<file path="src/rtl/cnn_fifo_pkg.sv">
// cnn_fifo_pkg: shared types and constants for the layer buffering FIFO read and write sides
package cnn_fifo_pkg;
  typedef enum logic [2:0] {IDLE, WAIT, READ, GAP, FLUSH} state_t;
  localparam int GAP_CYCLES = 2;
  localparam int FIFO_RD_LAT = 1;
  localparam int FIFO_DEPTH = 1024;
endpackage

</file>
<file path="src/rtl/fifo_burst_reader_skid_fifo.sv">
// skid_fifo: small register FIFO whose head word is visible in the same cycle it is written
module skid_fifo #(
  parameter int WIDTH = 129,
  parameter int DEPTH = 4,
  parameter int AW = $clog2(DEPTH)
) (
  input  logic             clk,
  input  logic             rst,
  input  logic             push,
  input  logic [WIDTH-1:0] din,
  input  logic             pop,
  output logic [WIDTH-1:0] dout,
  output logic [AW:0]      occ
);
  logic [WIDTH-1:0] mem [DEPTH];
  logic [AW-1:0] wp, rp;
  assign dout = mem[rp];
  // storage, pointers and occupancy; push and pop together leave occ unchanged
  always_ff @(posedge clk) begin
    if (rst) begin
      wp <= '0;
      rp <= '0;
      occ <= '0;
      for (int i = 0; i < DEPTH; i++) mem[i] <= '0;
    end else begin
      if (push) begin
        mem[wp] <= din;
        wp <= wp + 1'b1;
      end
      if (pop) rp <= rp + 1'b1;
      occ <= occ + (AW+1)'(push) - (AW+1)'(pop);
    end
  end
endmodule

</file>
<file path="src/rtl/fifo_burst_reader.sv">
// fifo_burst_reader: drains the layer FIFO in fixed-length bursts into a valid/ready stream
module fifo_burst_reader
  import cnn_fifo_pkg::*;
#(
  parameter int WIDTH = 128,
  parameter int ADDR_BITS = 10,
  parameter int RD_LAT = FIFO_RD_LAT,
  parameter int SKID_DEPTH = 4,
  parameter int NUM_W = 16
) (
  input  logic               clk,
  input  logic               rst,
  input  logic               start,
  input  logic [ADDR_BITS:0] burst_len,
  input  logic [NUM_W-1:0]   burst_num,
  output logic [ADDR_BITS:0] fifo_count,
  input  logic               fifo_ready,
  output logic               fifo_rd_en,
  input  logic [WIDTH-1:0]   fifo_dout,
  output logic               m_valid,
  output logic [WIDTH-1:0]   m_data,
  output logic               m_last,
  input  logic               m_ready,
  output logic               busy,
  output logic               done
);
  localparam int OW = $clog2(SKID_DEPTH) + 1;
  localparam int CW = $clog2(SKID_DEPTH + RD_LAT + 1) + 1;
  localparam int GW = $clog2(GAP_CYCLES + 1);
  state_t state;
  logic [ADDR_BITS:0] word_cnt;
  logic [NUM_W-1:0] num_q, bursts_issued, bursts_done;
  logic [GW-1:0] gap_cnt;
  logic [RD_LAT-1:0] vld, lst;
  logic [OW-1:0] occ;
  logic [CW-1:0] inflight;
  logic [WIDTH:0] head;
  logic rd_last, pop, fin;
  // reads still travelling through the FIFO read latency
  always_comb begin
    inflight = '0;
    for (int i = 0; i < RD_LAT; i++) inflight = inflight + CW'(vld[i]);
  end
  assign fifo_rd_en = state == READ && CW'(occ) + inflight < CW'(SKID_DEPTH);
  assign rd_last = word_cnt == fifo_count - 1'b1;
  assign m_valid = occ != '0;
  assign {m_last, m_data} = head;
  assign pop = m_valid && m_ready;
  assign fin = pop && m_last && bursts_done == num_q - 1'b1;
  // valid/last tags shadow each read until its data appears on fifo_dout
  always_ff @(posedge clk) begin
    if (rst) begin
      vld <= '0;
      lst <= '0;
    end else begin
      vld[0] <= fifo_rd_en;
      lst[0] <= rd_last;
      for (int i = 1; i < RD_LAT; i++) begin
        vld[i] <= vld[i-1];
        lst[i] <= lst[i-1];
      end
    end
  end
  skid_fifo #(.WIDTH(WIDTH + 1), .DEPTH(SKID_DEPTH)) u_skid (
    .clk (clk),
    .rst (rst),
    .push(vld[RD_LAT-1]),
    .din ({lst[RD_LAT-1], fifo_dout}),
    .pop (pop),
    .dout(head),
    .occ (occ)
  );
  // job sequencing; the final last handshake ends the job from whichever state it lands in
  always_ff @(posedge clk) begin
    if (rst) begin
      state <= IDLE;
      fifo_count <= '0;
      num_q <= '0;
      word_cnt <= '0;
      bursts_issued <= '0;
      bursts_done <= '0;
      gap_cnt <= '0;
      busy <= 1'b0;
      done <= 1'b0;
    end else begin
      done <= 1'b0;
      if (pop && m_last) bursts_done <= bursts_done + 1'b1;
      case (state)
        IDLE: if (start) begin
          if (burst_len != '0 && burst_num != '0) begin
            fifo_count <= burst_len;
            num_q <= burst_num;
            bursts_issued <= '0;
            bursts_done <= '0;
            busy <= 1'b1;
            state <= WAIT;
          end else done <= 1'b1;
        end
        WAIT: if (fifo_ready) begin
          word_cnt <= '0;
          state <= READ;
        end
        READ: if (fifo_rd_en) begin
          word_cnt <= word_cnt + 1'b1;
          if (rd_last) begin
            bursts_issued <= bursts_issued + 1'b1;
            gap_cnt <= '0;
            state <= GAP;
          end
        end
        GAP: begin
          gap_cnt <= gap_cnt + 1'b1;
          if (gap_cnt == GW'(GAP_CYCLES - 1)) state <= bursts_issued < num_q ? WAIT : FLUSH;
        end
        default: ;
      endcase
      if (fin) begin
        done <= 1'b1;
        busy <= 1'b0;
        fifo_count <= '0;
        state <= IDLE;
      end
    end
  end
endmodule

</file>
<file path="config.mk">
export PLATFORM = sky130hd
export DESIGN_NAME = fifo_burst_reader
export DESIGN_NICKNAME = d
export VERILOG_FILES = /design/src/rtl/cnn_fifo_pkg.sv /design/src/rtl/fifo_burst_reader_skid_fifo.sv /design/src/rtl/fifo_burst_reader.sv
export SDC_FILE = /design/constraint.sdc
export NUM_CORES = 1
export LEC_CHECK = 0
export ABC_AREA = 1
export BUFFER_PORTS_ARGS = -buffer_cell sky130_fd_sc_hd__clkbuf_2
export CORE_ASPECT_RATIO = 1.1
export CORE_MARGIN = 2
export CORE_UTILIZATION = 59
export DETAILED_ROUTE_END_ITERATION = 6
export PLACE_DENSITY = 0.8
export SYNTH_ARGS = -nofsm -noshare
export SYNTH_HDL_FRONTEND = slang
export SYNTH_HIERARCHICAL = 1
export SYNTH_SLANG_ARGS = --single-unit
</file>
<file path="constraint.sdc">
create_clock -name clk -period 14.7 [get_ports clk]
set_input_delay 4.41 -clock clk [delete_from_list [all_inputs] [get_ports clk]]
set_output_delay 4.41 -clock clk [all_outputs]
set_load 0.01 [all_outputs]
</file>
==> metrics.md, run 1 <==
| Metric | Value |
|---|---|
| GP Congestion | `0.867` |
| Initial DRC count | `1870` |
| Starting density of the core | `59.5%` |
| Pre-CTS WS | `6.42 ns` |
| Prevailing post-synth register cell | `edfxtp_1` |
| Initial antenna violation count | `5` |
| CP Data Arrival Time | `3.89 ns` |
| Hold Path Cell Cnt | `1` |
| Number of port buffers | `303` |
| Worst IR Drop VDD | `0.000133 V` |
| Final Setup Violations | `0` |
| H-Tree Depth | `2` |
| Post-Synthesis Cells | `2924` |
| Max Fclk | `121 MHz` |
| Worst min-delay path class | `flip-flop to flip-flop` |
| DRC | `0` |
| TritonCTS buffer count | `57` |
| Vias in the first global route | `20600` |
| Die width | `210 microns` |
| Vias/cell | `5.57` |
| Crit Path Category | `flip-flop to primary output` |
| Sequential area share after synthesis | `62.4%` |
| Startpoint Class | `flip-flop` |
| Yosys cell types | `44` |
| DR vias | `21100` |
| Crit. End Element | `primary output` |
| Worst-skew pair later-pin latency | `0.61 ns` |
| # hold bufs at CTS | `0` |
| Clock sinks | `604` |
| Syn nets | `3108` |
| GR Util All Layers | `27.4%` |
| Final Util | `66.7%` |
| Final worst path period share | `56.5%` |
| First-pass GRT wire length | `105000 microns` |
| Reg-to-reg slack, setup | `10.38 ns` |
| Synth Area per Inst | `9.46 sq um` |
| Synth warnings | `6` |
| Clk buf depth | `3` |
| Antenna-violating nets left | `0` |
| Full die area | `48700 sq um` |
| # nets final | `3331` |
| Multiplexer area fraction after synthesis | `0%` |
| Worst-path clk slew | `0.06 ns` |
| Routed len/inst | `17.9 microns` |
| Max Cap Viol | `0` |
| Total wire length | `67800 microns` |
| Critical R2R Capture | `state[2]` |
| # rows | `83` |
| Largest net degree at the start of global routing | `153` |
| Total grt overflow | `0` |
| Die Ht | `231 microns` |
| Min Clock Period, post-route | `8.30 ns` |
| Core Area | `46500 sq um` |
| IO Count | `304` |
| Simple-gate area share of the yosys netlist | `19.5%` |
| Crit path to | `m_data[116]` |
| Post-synthesis compound-gate area fraction | `9.39%` |
| Post-CTS Resized | `0` |
| Synth Register Bits | `604` |
| Pwr/cell area | `157 nW/um^2` |
| Async SR Flop Fraction | `0%` |
| Hold Worst Slack | `0.473 ns` |
| Dpl cell area | `29300 sq um` |
| RSZ-0062 raised after global routing | `no` |
| Setup Fix Bufs, Post-CTS | `0` |
| CP Max Fanout | `152` |
| Final hold vios | `0` |
| Final HPWL DP | `40400 microns` |
| Worst-margin pin slew | `1.09 ns` |
| Layout cells sized above 1 | `14.5%` |
| Layout Skew | `0.0205 ns` |
| Required @ worst endpoint | `10.29 ns` |
| Final Cell Area | `31000 sq um` |
| Synthesized area | `27700 sq um` |
| Status | `finished, final reports clean` |
| Number of flops mapped to enable cells by yosys | `516` |
| P&R area growth vs syn | `12.2%` |
| Clock root buffer | `clkbuf_16` |
| Final WS setup | `6.40 ns` |
| Main combinational cell family by area after synthesis | `simple AND/OR/NAND/NOR gates` |
| Adder-Cell Fraction of Synth Area | `1.11%` |
| Worst R2R Path Depth | `15` |
| Slew Viols, Final | `0` |
| TNS Setup | `0 ns` |
| XOR/XNOR share of the synthesized area | `0.918%` |
| CTS tree | `built` |
| Leak | `12.8 nW` |
| 1st-pass router iterations | `6` |
| Rel. slew slack | `27.0%` |
sequential cells by signal, summed over array words and instances, names as in the netlist, 2 cells and up, named ones only:
name and count:
u_skid/wp 2, u_skid/occ 3, fifo_count 11, bursts_done 16, gap_cnt 2, u_skid/mem 516, word_cnt 11, state 3
bursts_issued 16, num_q 16, u_skid/rp 2
report_power, final:
| part | total, mW | switching, mW | internal [mW] |
|---|---|---|---|
| sequential | 2.08 | 0.0955 | 1.99 |
| combinational | 1.41 | 0.972 | 0.434 |
| clock | 1.39 | 0.627 | 0.767 |
logic make-up after synthesis:
kind of cell	count (synthesis)
fa+ha+maj	24
buf+inv	412
compound gates	512
xor+xnor	29
flops	604
simple gates	1343
synthesized netlist by cell type (5+ instances only):
| master | instances | share of area [%] |
|---|---|---|
| a21oi_1 | 66 | 1.2 |
| buf_2 | 64 | 1.2 |
| buf_4 | 16 | 0.43 |
| buf_6 | 22 | 0.90 |
| clkbuf_1 | 53 | 0.72 |
| dfxtp_1 | 88 | 6.4 |
| edfxtp_1 | 516 | 56 |
| ha_1 | 23 | 1.0 |
| inv_1 | 244 | 3.3 |
| inv_2 | 8 | 0.11 |
| nand2_1 | 327 | 4.4 |
| nand2_2 | 7 | 0.16 |
| nand3_1 | 48 | 0.87 |
| nand4_1 | 28 | 0.63 |
| nor2_1 | 875 | 12 |
| nor2_2 | 11 | 0.25 |
| nor2_4 | 5 | 0.20 |
| nor3_1 | 13 | 0.24 |
| nor3b_1 | 7 | 0.19 |
| nor4_1 | 7 | 0.16 |
| o21ai_0 | 206 | 3.7 |
| o21ai_1 | 229 | 4.1 |
| xnor2_1 | 7 | 0.22 |
| xor2_1 | 22 | 0.70 |
area by class of cell:
cell class	count	area [sq um]
diodes	5	12.5
clock buffers	67	1460
clock inverters	39	292
fillers	3516	15500
inverters	253	962
multi-input cells	1908	8620
flip-flops and latches	604	17300
well taps	595	744
repair buffers	323	1680
stage by stage:
step           power, mW  instances
4_1_cts             4.89       3789
6_report            4.88       3794
2_1_floorplan       3.10       2924
3_3_place_gp        3.47       3683
5_1_grt             5.13       3792
3_5_place_dp        3.51       3683
worst max-delay path, stage by stage (launching register included):
cell,delay [ns]
dfxtp_4,0.63
inv_6,0.94
buf_4,0.94
o21ai_0,0.19
o21ai_1,0.25
clkbuf_2,0.18
placed cells by master, fill, tap and decap left out, drive strengths merged, types with 16 or more instances in the layout:
master  instances
nor2          891
edfxtp        516
o21ai         435
clkbuf        370
nand2         336
inv           256
dfxtp          88
a21oi          67
nand3          52
nand4          28
clkinv         28
ha             23
xor2           22
buf            20
nor3           16
metal layers:
layer	vias up	global-route usage, %	wire length [microns]
met5	-	0	28
met4	4	10.1	2130
met3	125	5.35	5490
met2	811	48.3	33700
met1	10100	33.8	26400
li1	10100	-	-
how the worst min path moves through the flow:
| stage | end | slack, ns | from |
|---|---|---|---|
| 4_1_cts | u_skid/rp[1] | 0.47 | u_skid/rp[1] |
| 2_1_floorplan | flip-flop | 0.41 | u_skid/rp[1] |
| 3_3_place_gp | u_skid/rp[1] | 0.44 | u_skid/rp[1] |
| 3_5_place_dp | u_skid/rp[1] | 0.45 | u_skid/rp[1] |
| 5_1_grt | u_skid/rp[1] | 0.48 | u_skid/rp[1] |
| 6_report | u_skid/rp[1] | 0.47 | u_skid/rp[1] |
(Power assumes the default switching activity.)
==> inputs of run 2 (changes only) <==
Settings changed: ABC_AREA 1 to 0.
Clock period 14.7 ns to 8.3 ns, I/O delays scaled along.
==> metrics.md, run 2 <==
| Metric | Value |
|---|---|
| Status | `finished, final reports clean` |
| Worst-margin pin slew | `1.05 ns` |
| 1st-pass router iterations | `5` |
| WHS Endpoint | `gap_cnt[0]` |
| H-Tree Depth | `2` |
| Sequential area share after synthesis | `63.2%` |
| Pwr Total | `7.43 mW` |
| Vias in the first global route | `16900` |
| P&R area growth vs syn | `13.5%` |
| TNS Setup | `0 ns` |
| GP Congestion | `0.880` |
| Synth Area per Inst | `14.4 sq um` |
| XOR/XNOR share of the synthesized area | `1.79%` |
| Yosys cell types | `68` |
| RSZ-0062 raised after global routing | `no` |
| Synth top area cells | `edfxtp_1 57%, and2_1 12%, mux4_2 11%` |
| Fillers | `3076` |
| Top-count cell post-synth | `and2_1` |
| DRC | `0` |
| Crit-path cells | `buf_4 > mux4_2 > clkbuf_2` |
| Core Area | `45700 sq um` |
| Worst-skew pair later-pin latency | `0.61 ns` |
| Max reg flops | `516` |
| Commonest cells after routing, fill and taps aside | `517 x and2_1, 516 x edfxtp_1, 306 x clkbuf_2, 129 x mux4_2, 97 x nand2_1` |
| Leak | `11.7 nW` |
| Max Cap Viol | `0` |
| Routed len/inst | `21.5 microns` |
| Clock root buffer | `clkbuf_16` |
| CP peak stage delay | `0.71 ns` |
| Die width | `209 microns` |
| CTS tree | `built` |
| Max Fclk | `189 MHz` |
| Startpoint Class | `flip-flop` |
| Async SR Flop Fraction | `0%` |
| Total grt overflow | `0` |
| Post-synth top area share | `56.8%` |
| Rel. slew slack | `29.6%` |
| Initial antenna violation count | `12` |
| First-pass GRT wire length | `93800 microns` |
| Number of flops mapped to enable cells by yosys | `516` |
| Total wire length | `60200 microns` |
| Worst R2R Path Depth | `8` |
| Layout cells sized above 1 | `25.1%` |
| Critical-path top delay cell | `buf_4` |
| Crit. End Element | `primary output` |
| Simple-gate area share of the yosys netlist | `17.4%` |
| Required @ worst endpoint | `5.81 ns` |
| Final Setup Violations | `0` |
| Largest net degree at the start of global routing | `108` |
| Critical R2R Capture | `state[0]` |
| Starting density of the core | `59.8%` |
| Prevailing post-synth register cell | `edfxtp_1` |
| Layout Skew | `0.0154 ns` |
| Reg-to-reg slack, setup | `4.60 ns` |
| Final WS setup | `3.00 ns` |
| # nets final | `2340` |
| Pwr/cell area | `240 nW/um^2` |
| Final worst path period share | `63.8%` |
| Commonest cells in the netlist | `517 x and2_1, 516 x edfxtp_1, 129 x mux4_2, 99 x nand2_1, 88 x dfxtp_1` |
| Vias/cell | `5.82` |
| Largest reg by FF count | `u_skid/mem` |
| Met3 WL post-DR | `4340 microns` |
| Register Area | `17300 sq um` |
| Pre-CTS WS | `2.52 ns` |
| Crit Path Category | `flip-flop to primary output` |
| Worst min-delay path class | `flip-flop to flip-flop` |
| Number of port buffers | `303` |
| # rows | `82` |
| Adder-Cell Fraction of Synth Area | `1.13%` |
| Hold Path Cell Cnt | `2` |
| IO Count | `304` |
| Initial DRC count | `1168` |
| Wire length on met2 | `30400 microns` |
| CP Data Arrival Time | `2.81 ns` |
| DR vias | `16300` |
| Final hold vios | `0` |
| Worst IR Drop VDD | `0.000207 V` |
| Post-CTS Resized | `0` |
| Main combinational cell family by area after synthesis | `simple AND/OR/NAND/NOR gates` |
| Top cell type by total area after synthesis | `edfxtp_1` |
| Slew Viols, Final | `0` |
| Final Cell Area | `31000 sq um` |
| Hold Worst Slack | `0.486 ns` |
| Clock sinks | `604` |
| Multiplexer area fraction after synthesis | `10.8%` |
| Post-Synthesis Cells | `1894` |
| Worst-path clk slew | `0.06 ns` |
| Dpl cell area | `29100 sq um` |
| Synthesized area | `27300 sq um` |
| Synth Register Bits | `604` |
| Antenna-violating nets left | `0` |
| Syn nets | `2078` |
| # hold bufs at CTS | `0` |
| TritonCTS buffer count | `57` |
| Full die area | `48000 sq um` |
| Final HPWL DP | `35800 microns` |
| Synth warnings | `6` |
| GR Util All Layers | `25.5%` |
| Die Ht | `230 microns` |
| Clk buf depth | `3` |
| CP Max Fanout | `36` |
| Setup Fix Bufs, Post-CTS | `0` |
| Hold_sp | `gap_cnt[0]` |
| Area occupied by multi-input gates | `9310 sq um` |
| Most common cell after layout, fill and taps aside | `and2_1` |
| Min Clock Period, post-route | `5.30 ns` |
| M1 wire length | `23700 microns` |
| Max Used Layer | `met5` |
| Post-synthesis compound-gate area fraction | `2.74%` |
-- run 2: cell types whose count changed in the layout (fill, tap and decap cells not counted), sizes merged, moves of 10 or more --
cell / previous run / this run
and2: 1 / 517
and3: 0 / 10
clkbuf: 370 / 380
inv: 256 / 32
mux4: 0 / 129
nand2: 336 / 99
nand3: 52 / 21
nand4: 28 / 18
nor2: 891 / 54
nor2b: 0 / 10
o21ai: 435 / 18
o31ai: 0 / 15
or4: 0 / 16
xnor2: 7 / 23
-- run 2: report_power, final --
group | internal (mW) | total, mW | switching, mW
combinational | 0.655 | 1.37 | 0.711
clock | 1.45 | 2.53 | 1.08
sequential | 3.42 | 3.53 | 0.110
total | 5.52 | 7.43 | 1.90
-- run 2: kinds of logic after synthesis --
group	count (synthesis)
flip-flops	604
adder cells (fa/ha/maj)	24
buffers and inverters	148
AND/OR/NAND/NOR	807
AO/OA/AOI/OAI	123
multiplexers	134
XOR/XNOR	54
-- run 2: critical path: cells and delay by family, from the launching register on --
| kind | cells | cell delay [ns] |
|---|---|---|
| mux | 1 | 0.61 |
| flops | 1 | 0.66 |
| buf+inv | 2 | 0.88 |
-- run 2: worst max-delay path by stage --
stage | start | to | slack, ns | depth (start not counted)
final | flip-flop | m_data[49] | 3.00 | 3
after global placement | burst_len[6] | bursts_issued[13] | 2.84 | 7
after detailed placement | burst_len[6] | bursts_issued[4] | 2.52 | 7
after CTS | flip-flop | m_data[61] | 2.89 | 3
after global routing | flip-flop | m_data[14] | 2.79 | 3
after floorplan | rst | u_skid/mem[2][0] | 0.99 | 3
-- run 2: final cells by class --
type	count	area share (%)
diodes	10	0.0808
clock buffers	77	5.09
inverters	31	0.376
clock inverters	29	0.767
repair buffers	320	5.55
multi-input cells	1142	30.0
well taps	588	2.37
flip-flops and latches	604	55.7
-- run 2: metrics by stage --
stage / std cells / utilization (%)
floorplan: 1894 / -
global placement: 2685 / 63.8
detailed placement: 2685 / 63.8
CTS: 2791 / 67.8
global route: 2800 / 67.9
finish: 2801 / 67.9
-- run 2: routing by layer --
metal	up-vias	track usage, %
met5	-	0
met4	4	9.31
met3	99	5.61
met2	587	43.6
met1	8153	32.0
li1	7466	-
